<file path="src/rtl/maxpool2d_stream_ctrl.sv">
// Frame-at-a-time streaming wrapper around a combinational 2-D max pooler.
// Loads a full input frame, pools it in one cycle, then drains the results.

module maxpool2d #(
    parameter int CH      = 1,
    parameter int IN_H    = 4,
    parameter int IN_W    = 4,
    parameter int K       = 2,
    parameter int STRIDE  = 2,
    parameter int PADDING = 0,
    parameter int WIDTH   = 16,
    localparam int OUT_H  = (IN_H + 2 * PADDING - K) / STRIDE + 1,
    localparam int OUT_W  = (IN_W + 2 * PADDING - K) / STRIDE + 1,
    localparam int N_IN   = CH * IN_H * IN_W,
    localparam int N_OUT  = CH * OUT_H * OUT_W
) (
    input  logic [N_IN*WIDTH-1:0]  in_vec,
    output logic [N_OUT*WIDTH-1:0] out_vec
);
    localparam logic [WIDTH-1:0] PAD = {1'b1, {(WIDTH - 1){1'b0}}};

    always_comb begin
        int r, col, idx;
        logic in_range;
        logic [WIDTH-1:0] best, cand;
        out_vec  = '0;
        r        = 0;
        col      = 0;
        idx      = 0;
        in_range = 1'b0;
        best     = PAD;
        cand     = PAD;
        for (int c = 0; c < CH; c++) begin
            for (int oh = 0; oh < OUT_H; oh++) begin
                for (int ow = 0; ow < OUT_W; ow++) begin
                    best = PAD;
                    for (int kh = 0; kh < K; kh++) begin
                        for (int kw = 0; kw < K; kw++) begin
                            r        = oh * STRIDE + kh - PADDING;
                            col      = ow * STRIDE + kw - PADDING;
                            in_range = (r >= 0) && (r < IN_H) && (col >= 0) && (col < IN_W);
                            // Clamp the index so padded taps never address outside the frame.
                            idx      = in_range ? ((c * IN_H + r) * IN_W + col) : 0;
                            cand     = in_range ? in_vec[idx*WIDTH +: WIDTH] : PAD;
                            if ($signed(cand) > $signed(best)) begin
                                best = cand;
                            end
                        end
                    end
                    out_vec[((c * OUT_H + oh) * OUT_W + ow)*WIDTH +: WIDTH] = best;
                end
            end
        end
    end
endmodule

module maxpool2d_stream_ctrl #(
    parameter int CH      = 1,
    parameter int IN_H    = 4,
    parameter int IN_W    = 4,
    parameter int K       = 2,
    parameter int STRIDE  = 2,
    parameter int PADDING = 0,
    parameter int WIDTH   = 16
) (
    input  logic             clk,
    input  logic             rst,
    input  logic             in_valid,
    output logic             in_ready,
    input  logic [WIDTH-1:0] in_data,
    input  logic             in_last,
    output logic             out_valid,
    input  logic             out_ready,
    output logic [WIDTH-1:0] out_data,
    output logic             out_last,
    output logic             busy,
    output logic             frame_err
);
    localparam int OUT_H = (IN_H + 2 * PADDING - K) / STRIDE + 1;
    localparam int OUT_W = (IN_W + 2 * PADDING - K) / STRIDE + 1;
    localparam int N_IN  = CH * IN_H * IN_W;
    localparam int N_OUT = CH * OUT_H * OUT_W;
    localparam int LW    = $clog2(N_IN + 1);
    localparam int DW    = $clog2(N_OUT + 1);
    localparam logic [LW-1:0] LAST_IN  = LW'(N_IN - 1);
    localparam logic [DW-1:0] LAST_OUT = DW'(N_OUT - 1);

    typedef enum logic [1:0] {S_LOAD, S_COMPUTE, S_DRAIN} state_t;

    state_t                 state_q, state_d;
    logic [LW-1:0]          load_cnt_q, load_cnt_d;
    logic [DW-1:0]          drain_cnt_q, drain_cnt_d;
    logic [N_IN*WIDTH-1:0]  frame_q, frame_d;
    logic [N_OUT*WIDTH-1:0] outbuf_q, outbuf_d;
    logic                   err_q, err_d;
    logic [N_OUT*WIDTH-1:0] pool_vec;

    maxpool2d #(
        .CH(CH), .IN_H(IN_H), .IN_W(IN_W), .K(K),
        .STRIDE(STRIDE), .PADDING(PADDING), .WIDTH(WIDTH)
    ) u_pool (
        .in_vec (frame_q),
        .out_vec(pool_vec)
    );

    always_comb begin
        state_d     = state_q;
        load_cnt_d  = load_cnt_q;
        drain_cnt_d = drain_cnt_q;
        frame_d     = frame_q;
        outbuf_d    = outbuf_q;
        err_d       = err_q;
        in_ready    = (state_q == S_LOAD) && !rst;
        out_valid   = (state_q == S_DRAIN);
        out_data    = '0;
        out_last    = 1'b0;
        busy        = (state_q == S_COMPUTE) || (state_q == S_DRAIN);
        frame_err   = err_q;
        case (state_q)
            S_LOAD: begin
                if (in_valid) begin
                    frame_d[int'(load_cnt_q)*WIDTH +: WIDTH] = in_data;
                    // Framing is count-based; a stray in_last only flags an error.
                    if (in_last != (load_cnt_q == LAST_IN)) begin
                        err_d = 1'b1;
                    end
                    if (load_cnt_q == LAST_IN) begin
                        load_cnt_d = '0;
                        state_d    = S_COMPUTE;
                    end else begin
                        load_cnt_d = load_cnt_q + LW'(1);
                    end
                end
            end
            S_COMPUTE: begin
                outbuf_d = pool_vec;
                state_d  = S_DRAIN;
            end
            S_DRAIN: begin
                out_data = outbuf_q[int'(drain_cnt_q)*WIDTH +: WIDTH];
                out_last = (drain_cnt_q == LAST_OUT);
                if (out_ready) begin
                    if (drain_cnt_q == LAST_OUT) begin
                        drain_cnt_d = '0;
                        state_d     = S_LOAD;
                    end else begin
                        drain_cnt_d = drain_cnt_q + DW'(1);
                    end
                end
            end
            default: state_d = S_LOAD;
        endcase
    end

    always_ff @(posedge clk) begin
        if (rst) begin
            state_q     <= S_LOAD;
            load_cnt_q  <= '0;
            drain_cnt_q <= '0;
            frame_q     <= '0;
            outbuf_q    <= '0;
            err_q       <= 1'b0;
        end else begin
            state_q     <= state_d;
            load_cnt_q  <= load_cnt_d;
            drain_cnt_q <= drain_cnt_d;
            frame_q     <= frame_d;
            outbuf_q    <= outbuf_d;
            err_q       <= err_d;
        end
    end
endmodule

</file>
<file path="config.mk">
export PLATFORM = sky130hd
export DESIGN_NAME = maxpool2d_stream_ctrl
export DESIGN_NICKNAME = d
export VERILOG_FILES = /design/src/rtl/maxpool2d_stream_ctrl.sv
export SDC_FILE = /design/constraint.sdc
export NUM_CORES = 1
export LEC_CHECK = 0
export ABC_AREA = 1
export CAP_MARGIN = 20
export CELL_PAD_IN_SITES_DETAIL_PLACEMENT = 1
export CELL_PAD_IN_SITES_GLOBAL_PLACEMENT = 1
export CORE_ASPECT_RATIO = 0.8
export CORE_MARGIN = 5
export CORE_UTILIZATION = 35
export DETAILED_ROUTE_END_ITERATION = 12
export PLACE_DENSITY = 0.69
export SLEW_MARGIN = 30
export SYNTH_ARGS = -nofsm -noshare
export SYNTH_HDL_FRONTEND = slang
export SYNTH_SLANG_ARGS = --single-unit
</file>
<file path="constraint.sdc">
create_clock -name clk -period 8.04 [get_ports clk]
set_input_delay 1.206 -clock clk [delete_from_list [all_inputs] [get_ports clk]]
set_output_delay 1.206 -clock clk [all_outputs]
set_load 0.1 [all_outputs]
</file>
==> run_results.csv <==
group,metric,value,unit
run_status,status,"finished, final reports clean",
routing,antenna_left,0,
floorplanning,row_count,78,
global_routing,antenna_found_initial,3,
synth,synth-main-ff-cell,"dfxtp_1",
synth,yosysUniqueCellTypes,51,
clocking,cts.sinks,331,
synth,syn_avg_cell_area,6.96,µm²
synth,netlist_area,20200,µm²
placed_design,place_congestion,0.992,
global_routing,first_global_vias,19500,
clocking,postCtsHoldBufs,0,
routing,finalWirelength,79600,µm
power,netSwitchingFraction,48.5,%
job,drv_cap,0,
critical_path,cp.arrival,7640,ps
synth,syn_inst,2910,
floorplanning,die_h,225,µm
critical_path,cp-end-kind,"register",
final_layout,nFillCells,7256,
floorplanning,die_w,279,µm
sta,fin_crit,7240,ps
placed_design,hpwl,60800,µm
clocking,clock_latency,570,ps
min_path,hold_class,"register to register",
routing,post_drt_wl_per_cell,21.8,µm
sta,rsz0062_at_grt,"false",
power,p_clk_share,24.4,%
global_routing,grt_pass1_wl,120000,µm
routing,drtIter0Drc,1873,
synth,yosysWarnings,0,
sta,finalHoldViolCount,0,
sta,slew_violations,0,
global_routing,grt_util_all_layers,24.6,%
power,p_int,3.83,mW
power,p_per_area,332,nW/µm²
synth,ys_ff_latch,331,
global_routing,grt_start_max_net_pins,102,
critical_path,cp_slowest_cell,"o21ai_0",
power,seqPwrFrac,24.1,%
sta,fin_ws,803,ps
placed_design,place_ws,668,ps
critical_path,path_class,"register to register",
clocking,numCtsBuffers,38,
sta,fmax,138,MHz
routing,dr.pass1.iters,5,
synth,synth_seq_area_share,32.7,%
critical_path,cp.required,8440,ps
sta,setup_viol,0,
critical_path,slowest_delay,730,ps
routing,num_vias,20000,
floorplanning,floorplan.initialDensity,35.5,%
sta,period_share,90.0,%
power,vdd_drop_max,0.000223,V
sta,finalClockSkew,25.6,ps
clocking,cts_buffer_depth,3,
synth,ys_async_sr_fraction,0,%
sta,hold_ws,455,ps
critical_path,start_kind,"register",
floorplanning,core_region_area,57000,µm²
sta,worst_pin_slew,987,ps
floorplanning,die-area,62800,µm²
final_layout,syn_to_final_growth,10.7,%
clocking,cts_root_buf,"clkbuf_16",
synth,syn-num-nets,3124,
synth,synth-edff-count,0,
floorplanning,io_pins,42,
power,switchingPower,3.61,mW
final_layout,insertedDiodeCount,0,
placed_design,dp.cells,3578,
final_layout,drive_above_1_share,5.37,%
global_routing,grt_overflow_total,0,
critical_path,path_max_fanout,30,
clocking,cts_tree,"yes",
sta,tns,0,ps
clocking,htree_levels,2,
power,pwr-share-comb,51.5,%
sta,maxSlewHeadroom,34.0,%
clocking,clk_pin_slew,60,ps
placed_design,port-buffer-count,41,
routing,route.detailed.drc,0,
final_layout,fin_nets,3073,
power,p_leak,10.1,nW
power,p_total,7.44,mW
routing,routed_via_density,5.48,
final_layout,final_cells,3647,
critical_path,cpMostUsedCell,"nand2_1",
-- synthesized netlist by cell type, drive strengths merged, types with 2 or more instances --
master   instances  share of area (%)
clkbuf         138                2.7
nor3            22               0.54
a211oi          63                2.3
a21oi          328                8.1
nand2          494                9.6
a2111oi          2              0.087
a21o             2              0.074
ha             193                 12
o21ai          373                9.3
o211ai           4               0.15
or2              4               0.12
and2            60                1.9
inv            340                6.3
nand3b           5               0.20
nand4           82                2.6
clkinv           3              0.056
buf             21               0.74
nand3          115                3.5
o21bai           7               0.26
nor4             6               0.19
o21a             7               0.26
a31oi            6               0.19
nor2           289                5.4
a221oi           7               0.30
dfxtp          331                 33
-- worst max-delay path, delay by kind of cell (launching register included) --
kind / cells / cell delay, ps
flops: 1 / 340
compound gates: 7 / 1640
buf+inv: 5 / 610
simple gates: 18 / 3600
fa+ha+maj: 3 / 850
-- cells in the final DEF (no fill, tap or decap), types with 2 or more instances in the layout --
master             n
clkbuf_1           8
a2111oi_0          2
nor4_1             5
ha_1             192
nand4_1           81
nor3_1            22
a221oi_1           7
nand2_2           25
nand2_4            4
o21bai_1           7
a211oi_1          63
o21ai_0          362
nand3_2            7
clkdlybuf4s50_1   40
clkbuf_8          11
a21oi_1          326
o21ai_1            5
clkinv_1           3
a21oi_2            2
clkinv_2           6
or2_1              2
a31oi_1            6
nor2_1           284
inv_1            337
buf_4             27
nand3_1          100
nand3_4            8
a21o_1             2
o21ai_2            6
nand3b_1           4
clkbuf_16         41
o211ai_1           4
inv_4              2
nand2_1          465
dfxtp_1          331
and2_1            60
or2_2              2
nor2_2             4
o21a_1             7
-- cells by family (layout without fill, tap and decap cells) --
logic type	count (synthesis)	in the layout	synth area share, %
buf+inv	502	479	9.85
xor+xnor	1	1	0.0433
compound gates	804	804	21.4
simple gates	1079	1079	24.1
fa+ha+maj	193	193	11.9
flops	331	331	32.7
-- layout make-up --
| type | count | area [µm²] | area share (%) |
|---|---|---|---|
| Clock buffer | 60 | 1210 | 5.39 |
| Sequential cell | 331 | 6630 | 29.6 |
| Multi-Input combinational cell | 2077 | 11600 | 51.9 |
| Tap cell | 760 | 951 | 4.24 |
| Inverter | 343 | 1290 | 5.77 |
| Clock inverter | 8 | 67.6 | 0.302 |
| Timing Repair Buffer | 68 | 623 | 2.78 |
-- metal layers --
layer / up-vias / GRT usage, % / part of all wire, %
met3: 109 / 4.50 / 7.0
met5: - / 0 / 0.026
met2: 551 / 34.4 / 39
li1: 9646 / - / -
met4: 4 / 6.14 / 2.5
met1: 9681 / 38.4 / 52
-- final timing paths --
path	start	endpoint	slack [ps]	depth (start not counted)
setup / recovery	frame_q[143]	outbuf_q[36]	800	33
hold / removal	frame_err	frame_err	460	2
setup reg to reg	frame_q[143]	outbuf_q[36]	800	33
hold reg to reg	frame_err	frame_err	460	2
-- sequential cells by signal (all words and copies together) (netlist names) --
register / cells
frame_q: 256
outbuf_q: 64
load_cnt_q: 5
drain_cnt_q: 3
state_q: 2
frame_err: 1
-- power groups by stage --
stage / logic (mW) / registers, mW / clock network, mW
floorplan: 2.73 / 1.80 / 0
global placement: 3.61 / 1.82 / 0
CTS: 3.76 / 1.79 / 1.84
finish: 3.83 / 1.79 / 1.81
detailed placement: 3.74 / 1.83 / 0
global route: 4.19 / 1.80 / 1.91
-- per-stage QoR --
| stage | area [µm²] | util (%) |
|---|---|---|
| after floorplan | 20200 | - |
| after global placement | 21100 | 37.0 |
| after detailed placement | 21100 | 37.0 |
| after CTS | 22400 | 39.3 |
| after global routing | 22400 | 39.3 |
| final | 22400 | 39.3 |
-- timing repair --
item,CTS,global route
buffers inserted,0,0
resized for setup,0,2
endpoints found under the setup margin,0,1
(Power assumes the default switching activity.)
